===== config.mk =====
export PLATFORM = sky130hd
export DESIGN_NAME = mini_multicycle_ctrl
export DESIGN_NICKNAME = d
export VERILOG_FILES = /design/src/rtl/mini_multicycle_ctrl.sv
export SDC_FILE = /design/constraint.sdc
export NUM_CORES = 1
export LEC_CHECK = 0
export BUFFER_PORTS_ARGS = -buffer_cell sky130_fd_sc_hd__buf_2
export CAP_MARGIN = 20
export CORE_MARGIN = 1.5
export CORE_UTILIZATION = 49
export DETAILED_ROUTE_END_ITERATION = 7
export PLACE_DENSITY_LB_ADDON = 0.12
export SLEW_MARGIN = 20
export SYNTH_ARGS = -nofsm -noshare
export SYNTH_HDL_FRONTEND = slang
export SYNTH_SLANG_ARGS = --single-unit

===== constraint.sdc =====
create_clock -name clk -period 1.97 [get_ports clk]
set_input_delay 0.2955 -clock clk [delete_from_list [all_inputs] [get_ports clk]]
set_output_delay 0.2955 -clock clk [all_outputs]
set_load 0.05 [all_outputs]

===== src/rtl/mini_multicycle_ctrl.sv =====
// Multicycle control FSM for the mini-processor: fetch, decode, execute and
// write-back sequencing with sticky overflow and halt reporting.
module mini_multicycle_ctrl (
  input  logic       clk,
  input  logic       reset,
  input  logic       Of,
  input  logic       Ng,
  input  logic       Zr,
  input  logic       Eq,
  input  logic       Gt,
  input  logic       Lt,
  input  logic [5:0] OPCODE,
  output logic       PC_w,
  output logic       MEM_w,
  output logic       IR_w,
  output logic       RB_w,
  output logic       AB_w,
  output logic [2:0] ULA_c,
  output logic       M_WREG,
  output logic       M_ULAA,
  output logic       M_ULAB,
  output logic       rst_out,
  output logic       halted,
  output logic       ovf_err,
  output logic [3:0] state
);

  localparam logic [5:0] OP_ADD  = 6'h01;
  localparam logic [5:0] OP_SUB  = 6'h02;
  localparam logic [5:0] OP_AND  = 6'h03;
  localparam logic [5:0] OP_BEQ  = 6'h04;
  localparam logic [5:0] OP_ADDI = 6'h08;
  localparam logic [5:0] OP_HALT = 6'h3F;

  localparam logic [2:0] ULA_PASS = 3'b000;
  localparam logic [2:0] ULA_ADD  = 3'b001;
  localparam logic [2:0] ULA_SUB  = 3'b010;
  localparam logic [2:0] ULA_AND  = 3'b011;
  localparam logic [2:0] ULA_INC4 = 3'b100;
  localparam logic [2:0] ULA_CMP  = 3'b111;

  typedef enum logic [3:0] {
    S_RST     = 4'd0,
    S_FETCH0  = 4'd1,
    S_FETCH1  = 4'd2,
    S_DECODE  = 4'd3,
    S_EXEC_R  = 4'd4,
    S_EXEC_I  = 4'd5,
    S_WB      = 4'd6,
    S_BEQ_CMP = 4'd7,
    S_BEQ_BR  = 4'd8,
    S_HALT    = 4'd9
  } state_e;

  state_e     state_q, state_d;
  logic [2:0] alu_op_q, alu_op_d;
  logic       is_r_q, is_r_d;
  logic       chk_ovf_q, chk_ovf_d;
  logic       eq_q, eq_d;
  logic       ovf_q, ovf_d;

  // Flags the controller has no use for; kept on the port list for the datapath.
  logic unused_flags;
  assign unused_flags = ^{Ng, Zr, Gt, Lt};

  always_comb begin
    state_d   = state_q;
    alu_op_d  = alu_op_q;
    is_r_d    = is_r_q;
    chk_ovf_d = chk_ovf_q;
    eq_d      = eq_q;
    ovf_d     = ovf_q;
    PC_w      = 1'b0;
    MEM_w     = 1'b0;
    IR_w      = 1'b0;
    RB_w      = 1'b0;
    AB_w      = 1'b0;
    ULA_c     = ULA_PASS;
    M_WREG    = 1'b0;
    M_ULAA    = 1'b0;
    M_ULAB    = 1'b0;
    rst_out   = 1'b0;
    halted    = 1'b0;
    case (state_q)
      S_RST: begin
        rst_out = 1'b1;
        state_d = S_FETCH0;
      end
      S_FETCH0: begin
        ULA_c   = ULA_INC4;
        state_d = S_FETCH1;
      end
      S_FETCH1: begin
        IR_w    = 1'b1;
        PC_w    = 1'b1;
        ULA_c   = ULA_INC4;
        state_d = S_DECODE;
      end
      S_DECODE: begin
        AB_w      = 1'b1;
        alu_op_d  = ULA_PASS;
        is_r_d    = 1'b0;
        chk_ovf_d = 1'b0;
        state_d   = S_FETCH0;
        case (OPCODE)
          OP_ADD:  begin state_d = S_EXEC_R; alu_op_d = ULA_ADD; is_r_d = 1'b1; chk_ovf_d = 1'b1; end
          OP_SUB:  begin state_d = S_EXEC_R; alu_op_d = ULA_SUB; is_r_d = 1'b1; chk_ovf_d = 1'b1; end
          OP_AND:  begin state_d = S_EXEC_R; alu_op_d = ULA_AND; is_r_d = 1'b1; end
          OP_ADDI: begin state_d = S_EXEC_I; alu_op_d = ULA_ADD; chk_ovf_d = 1'b1; end
          OP_BEQ:  state_d = S_BEQ_CMP;
          OP_HALT: state_d = S_HALT;
          default: state_d = S_FETCH0;
        endcase
      end
      S_EXEC_R, S_EXEC_I: begin
        M_ULAA = 1'b1;
        M_ULAB = (state_q == S_EXEC_I);
        ULA_c  = alu_op_q;
        // An overflowing arithmetic op is dropped: no write-back, flag the error.
        if (chk_ovf_q && Of) begin
          ovf_d   = 1'b1;
          state_d = S_FETCH0;
        end else begin
          state_d = S_WB;
        end
      end
      S_WB: begin
        RB_w    = 1'b1;
        M_WREG  = is_r_q;
        M_ULAA  = 1'b1;
        M_ULAB  = ~is_r_q;
        ULA_c   = alu_op_q;
        state_d = S_FETCH0;
      end
      S_BEQ_CMP: begin
        M_ULAA  = 1'b1;
        ULA_c   = ULA_CMP;
        eq_d    = Eq;
        state_d = S_BEQ_BR;
      end
      S_BEQ_BR: begin
        M_ULAB  = 1'b1;
        ULA_c   = ULA_ADD;
        PC_w    = eq_q;
        state_d = S_FETCH0;
      end
      S_HALT: halted = 1'b1;
      default: state_d = S_RST;
    endcase
  end

  always_ff @(posedge clk) begin
    if (reset) begin
      state_q   <= S_RST;
      alu_op_q  <= ULA_PASS;
      is_r_q    <= 1'b0;
      chk_ovf_q <= 1'b0;
      eq_q      <= 1'b0;
      ovf_q     <= 1'b0;
    end else begin
      state_q   <= state_d;
      alu_op_q  <= alu_op_d;
      is_r_q    <= is_r_d;
      chk_ovf_q <= chk_ovf_d;
      eq_q      <= eq_d;
      ovf_q     <= ovf_d;
    end
  end

  assign ovf_err = ovf_q;
  assign state   = state_q;

endmodule


### After elaboration in Yosys (flattened, before gate mapping)

Index checks and enable logic that the tools add are counted.

| operators by class | value |
|---|---|
| reduce and logical (&&, ||, !) cells | 11 |
| mux-type cells | 16 |
| bitwise logic cells | 1 |
| eq/ne operators | 15 |

Operators by type and width:

| cell | count |
|---|---|
| case mux 4 bit (7 select lines) | 1 |
| equality test 4 x 3 -> 1 bit, second input constant | 4 |
| case mux 4 bit (4 select lines) | 1 |
| equality test 6 x 2 -> 1 bit, second input constant | 2 |
| case mux 3 bit (4 select lines) | 1 |
| OR reduction 3 bit | 4 |
| 2-to-1 mux 1 bit | 9 |
| equality test 4 x 2 -> 1 bit, second input constant | 2 |
| equality test 4 bit, second input constant | 2 |
| equality test 6 x 1 -> 1 bit, second input constant | 1 |
| equality test 6 x 3 -> 1 bit, second input constant | 1 |
| equality test 6 x 4 -> 1 bit, second input constant | 1 |
| equality test 6 bit, second input constant | 1 |
| case mux 2 bit (3 select lines) | 1 |
| OR reduction 2 bit | 3 |
| equality test 4 x 1 -> 1 bit, second input constant | 1 |
| zero test 4 bit | 1 |
| OR reduction 4 bit | 1 |
| 2-to-1 mux 3 bit | 1 |
| case mux 1 bit (3 select lines) | 1 |
| case mux 1 bit (2 select lines) | 1 |
| AND reduction 2 bit | 1 |
| logical AND 1 bit | 1 |
| inverter 1 bit | 1 |

| storage, ports and cells | value |
|---|---|
| word-level logic and storage cells | 49 |
| output and inout port bits | 18 |
| bits in registers | 11 |
| input port bits | 14 |

### Logic depth before layout (Yosys ltp)

| depth | value |
|---|---|
| word-level depth | 4 |
| depth in mapped cells | 6 |
| gate-level depth less buffers | 5 |

### Worst setup path before layout

No wires, ideal clock.

| timing path | value |
|---|---|
| path type | register to output |
| start | register state_q[1], in the netlist state[1] |
| end | output port rst_out |
| required time | 1.674 ns |
| setup slack | -0.795 ns |
| data arrival time | 2.470 ns |
| stages on the path, launching flop included | 4 |
| buffers on the path | 2 |
| cell sequence | dfxtp_1 buf_2 buf_1 nor4_1 |

| on the way | value |
|---|---|
| longest elaborated chain between the ends | 2 |

RTL lines:

| item | RTL line | RTL |
|---|---|---|
| start: declaration | 55 | `state_e state_q, state_d;` |
| start signal: assignment | 161 | `state_q <= state_d;` |
| zero test 4 bit | 84 | `case (state_q)` |
| 2-to-1 mux 1 bit | 84 |  |
| end: declaration | 22 | `output logic rst_out,` |

Every way passes these cells.

### Worst setup path after layout

| timing path | value |
|---|---|
| start | register state_q[3], in the netlist state[3] |
| end | output port M_ULAB |

| on the way | value |
|---|---|
| longest elaborated chain between the ends | 3 |
| elaborated cells between the ends (all ways) | 6 |
| classes of those cells | eq/ne (4); mux (1); reduce/logical (1) |

RTL lines:

| item | RTL line | RTL |
|---|---|---|
| equality test 4 x 3 -> 1 bit (on tied branches) | 84, 117 |  |
| OR reduction 2 bit | 84 |  |
| case mux 1 bit (3 select lines) (*) | 84 |  |
| end: declaration | 21 | `output logic M_ULAB,` |

Mark *: on every way between the ends. The rest lies on a longest branch, timed or not.

==> results.sh <==
export IMPL_fin_crit_sh_pct=92.5
export IMPL_cts_htree_levels=1
export IMPL_leakage_nw=0.406
export IMPL_firstDrtPassIters=4
export IMPL_synth_async_reset_ratio_pct=0
export IMPL_route_detailed_drc=0
export IMPL_n_antenna_cell=0
export IMPL_grt_pass1_vias=646
export IMPL_pre_cts_slack_ps=447
export IMPL_crit_type="register to output pin"
export IMPL_yosysSeqAreaShare_pct=27.6
export IMPL_path_buf_inv=2
export IMPL_cp_max_fo=14
export IMPL_dieHeight_um=41.5
export IMPL_cp_required_ps=1670
export IMPL_num_vias=785
export IMPL_cts_root_buf="clkbuf_4"
export IMPL_yosysTopAreaCell="dfxtp_1"
export IMPL_status="finished clean"
export IMPL_vias_per_cell=5.65
export IMPL_hold_class="input pin to register"
export IMPL_path_cells="nand2b_1 > inv_2 > a22oi_1 > o22ai_2 > buf_2"
export IMPL_crit_slowest_cell="dfxtp_2"
export IMPL_floorplan_initialDensity_pct=54.3
export IMPL_wirelength_mm=1.66
export IMPL_postCtsHoldBufs=0
export IMPL_path_clk_slew_ps=70
export IMPL_hpwl_mm=1.24
export IMPL_fill_cells=122
export IMPL_ys_warn_count=0
export IMPL_multi_input_area_um2=492
export IMPL_postCtsSetupRepairBufs=0
export IMPL_regArea_um2=205
export IMPL_drtAntennaViolNets=0
export IMPL_pwr_share_seq_pct=38.3
export IMPL_arrival_ps=1530
export IMPL_pwr_density_cell_mw_per_mm2=705
export IMPL_synth_nets=116
export IMPL_cts_sinks=10
export IMPL_p_int_w=0.000388
export IMPL_tns_ps=0
export IMPL_ys_flop_type="dfxtp_1"
export IMPL_synth_edf_count=0
export IMPL_gp_congestion=0.860
export IMPL_worstSkewPairLatency_ps=270
export IMPL_crit_path_end_kind="output pin"
export IMPL_ys_types=40
export IMPL_crit_family="flip-flops"
export IMPL_maxCapViolations=0
export IMPL_fp_dieArea_mm2=0.00172
export IMPL_sw_frac_of_total_pct=39.7
export IMPL_timing_final_ws_setup_ps=148
export IMPL_max_freq_ghz=0.549
export IMPL_ys_ff_latch=10
export IMPL_drt_first_iter_violations=10
export IMPL_ctsResizeCount=0
export IMPL_start_kind="register"
export IMPL_worst_clock_skew_ps=5.03
export IMPL_grt_overflow=0
export IMPL_yosys_top_cells_count="nor2_1 (15), dfxtp_1 (10), nand2_1 (9)"
export IMPL_drive_gt1_share_pct=37.1
export IMPL_core_mm2=0.00133
export IMPL_area_growth_syn_to_layout_pct=25.9
export IMPL_die_x_um=41.5
export IMPL_postSynthCellCount=102
export IMPL_rsz0062_at_grt="no"
export IMPL_finalHoldViolations=0
export IMPL_setup_viol=0
export IMPL_clock_path_buffers=2
export IMPL_grt_max_degree=22
export IMPL_post_synth_cell_area_avg_um2=7.10
export IMPL_io_buffers=26
export IMPL_clkPwrFrac_pct=28.8
export IMPL_fin_nets=139
export IMPL_synth_top_cell_area_share_pct=27.6
export IMPL_post_drt_wl_per_cell_um=11.9
export IMPL_cts_made_buffers=3
export IMPL_grt_first_pass_wirelength_mm=2.79
export IMPL_fp_row_count=13
export IMPL_antenna_found_initial=0
export IMPL_drv_slew=0
export IMPL_period_minus_slack_ps=1820
export IMPL_synth_area_leaders="dfxtp_1 (28%), nor2_1 (7.8%), a21oi_1 (5.5%)"
export IMPL_peakVddDrop_v=0.000405
export IMPL_io_pins=32
export IMPL_p_comb_share_pct=32.8
export IMPL_cts_tree="done"
export IMPL_synth_most_common_cell="nor2_1"
export IMPL_grt_use_total_pct=20.4
export IMPL_cpPeakStageDelay_ps=480
export IMPL_synth_area_um2=724
export IMPL_p_sw_w=0.000255
[placed cells by master, fill, tap and decap left out, types with 2 or more instances in the layout]
master    instances
nand2b_1          5
nor3b_1           2
buf_2            26
buf_4             2
inv_1             2
nor3_1            5
nor2_2            3
a31oi_1           2
o21ai_1           3
nor2_1           12
dfxtp_1           6
o21ai_0           2
dfxtp_2           4
a22oi_1           2
inv_2             2
nand2_1           9
xnor2_1           2
clkbuf_4          3
a21oi_1           8
[layer usage]
layer | up-vias | share of wire (%) | GRT usage [%]
met1 | 354 | 46 | 27.2
met3 | 4 | 5.9 | 5.65
met4 | 0 | 1.3 | 7.74
met5 | - | 0 | 0
li1 | 402 | - | -
met2 | 25 | 47 | 31.3
[final cells by class]
cell class / instances / share of cell area [%]
clock buffers: 4 / 3.98
inverters: 4 / 1.65
multi-input cells: 78 / 53.9
flip-flops and latches: 10 / 22.5
well taps: 15 / 2.06
repair buffers: 28 / 15.9
[power groups by stage]
stage	registers (W)	clock network (W)	logic (W)
after floorplan	0.000241	0	0.000180
after global routing	0.000250	0.000196	0.000225
after global placement	0.000251	0	0.000208
final	0.000247	0.000185	0.000211
after detailed placement	0.000251	0	0.000211
after CTS	0.000246	0.000187	0.000212
[final timing paths]
path,slack (ps),from,to,cells after the start
worst min register to register,470,ovf_err,ovf_err,2
worst min-delay path,280,reset,is_r_q,2
worst max register to register,480,state[3],state[0],5
worst max-delay path,150,state[3],M_ULAB,5
[metrics by stage]
stage / util [%] / total power [W] / hold slack (ps) / instance area (µm²) / cells
after floorplan: - / 0.000421 / 443 / 773 / 102
after global placement: 65.7 / 0.000458 / 449 / 876 / 135
after detailed placement: 65.7 / 0.000462 / 456 / 876 / 135
after CTS: 68.4 / 0.000645 / 279 / 912 / 139
after global routing: 68.4 / 0.000672 / 292 / 912 / 139
final: 68.4 / 0.000643 / 282 / 912 / 139
[cell families (layout without fill, tap and decap cells)]
group | count (synthesis) | in the layout | synth area share [%]
XOR/XNOR | 3 | 3 | 3.63
buffers and inverters | 14 | 36 | 10.5
flip-flops | 10 | 10 | 27.6
other | 1 | 1 | 0.518
AND/OR/NAND/NOR | 47 | 47 | 34.2
AO/OA/AOI/OAI | 27 | 27 | 23.5
[registers in the layout, indices dropped and copies added (netlist names)]
name and cells:
state 4, alu_op_q 2, chk_ovf_q 1, eq_q 1, is_r_q 1, ovf_err 1
[worst reg2reg max path, delay by kind of cell, from the launching register on]
| kind | cells | cell delay (ps) |
|---|---|---|
| AOI/OAI and AO/OA | 3 | 630 |
| buffers and inverters | 1 | 60 |
| DFF | 1 | 480 |
| and+or+nand+nor | 1 | 190 |
(Power assumes the default switching activity.)
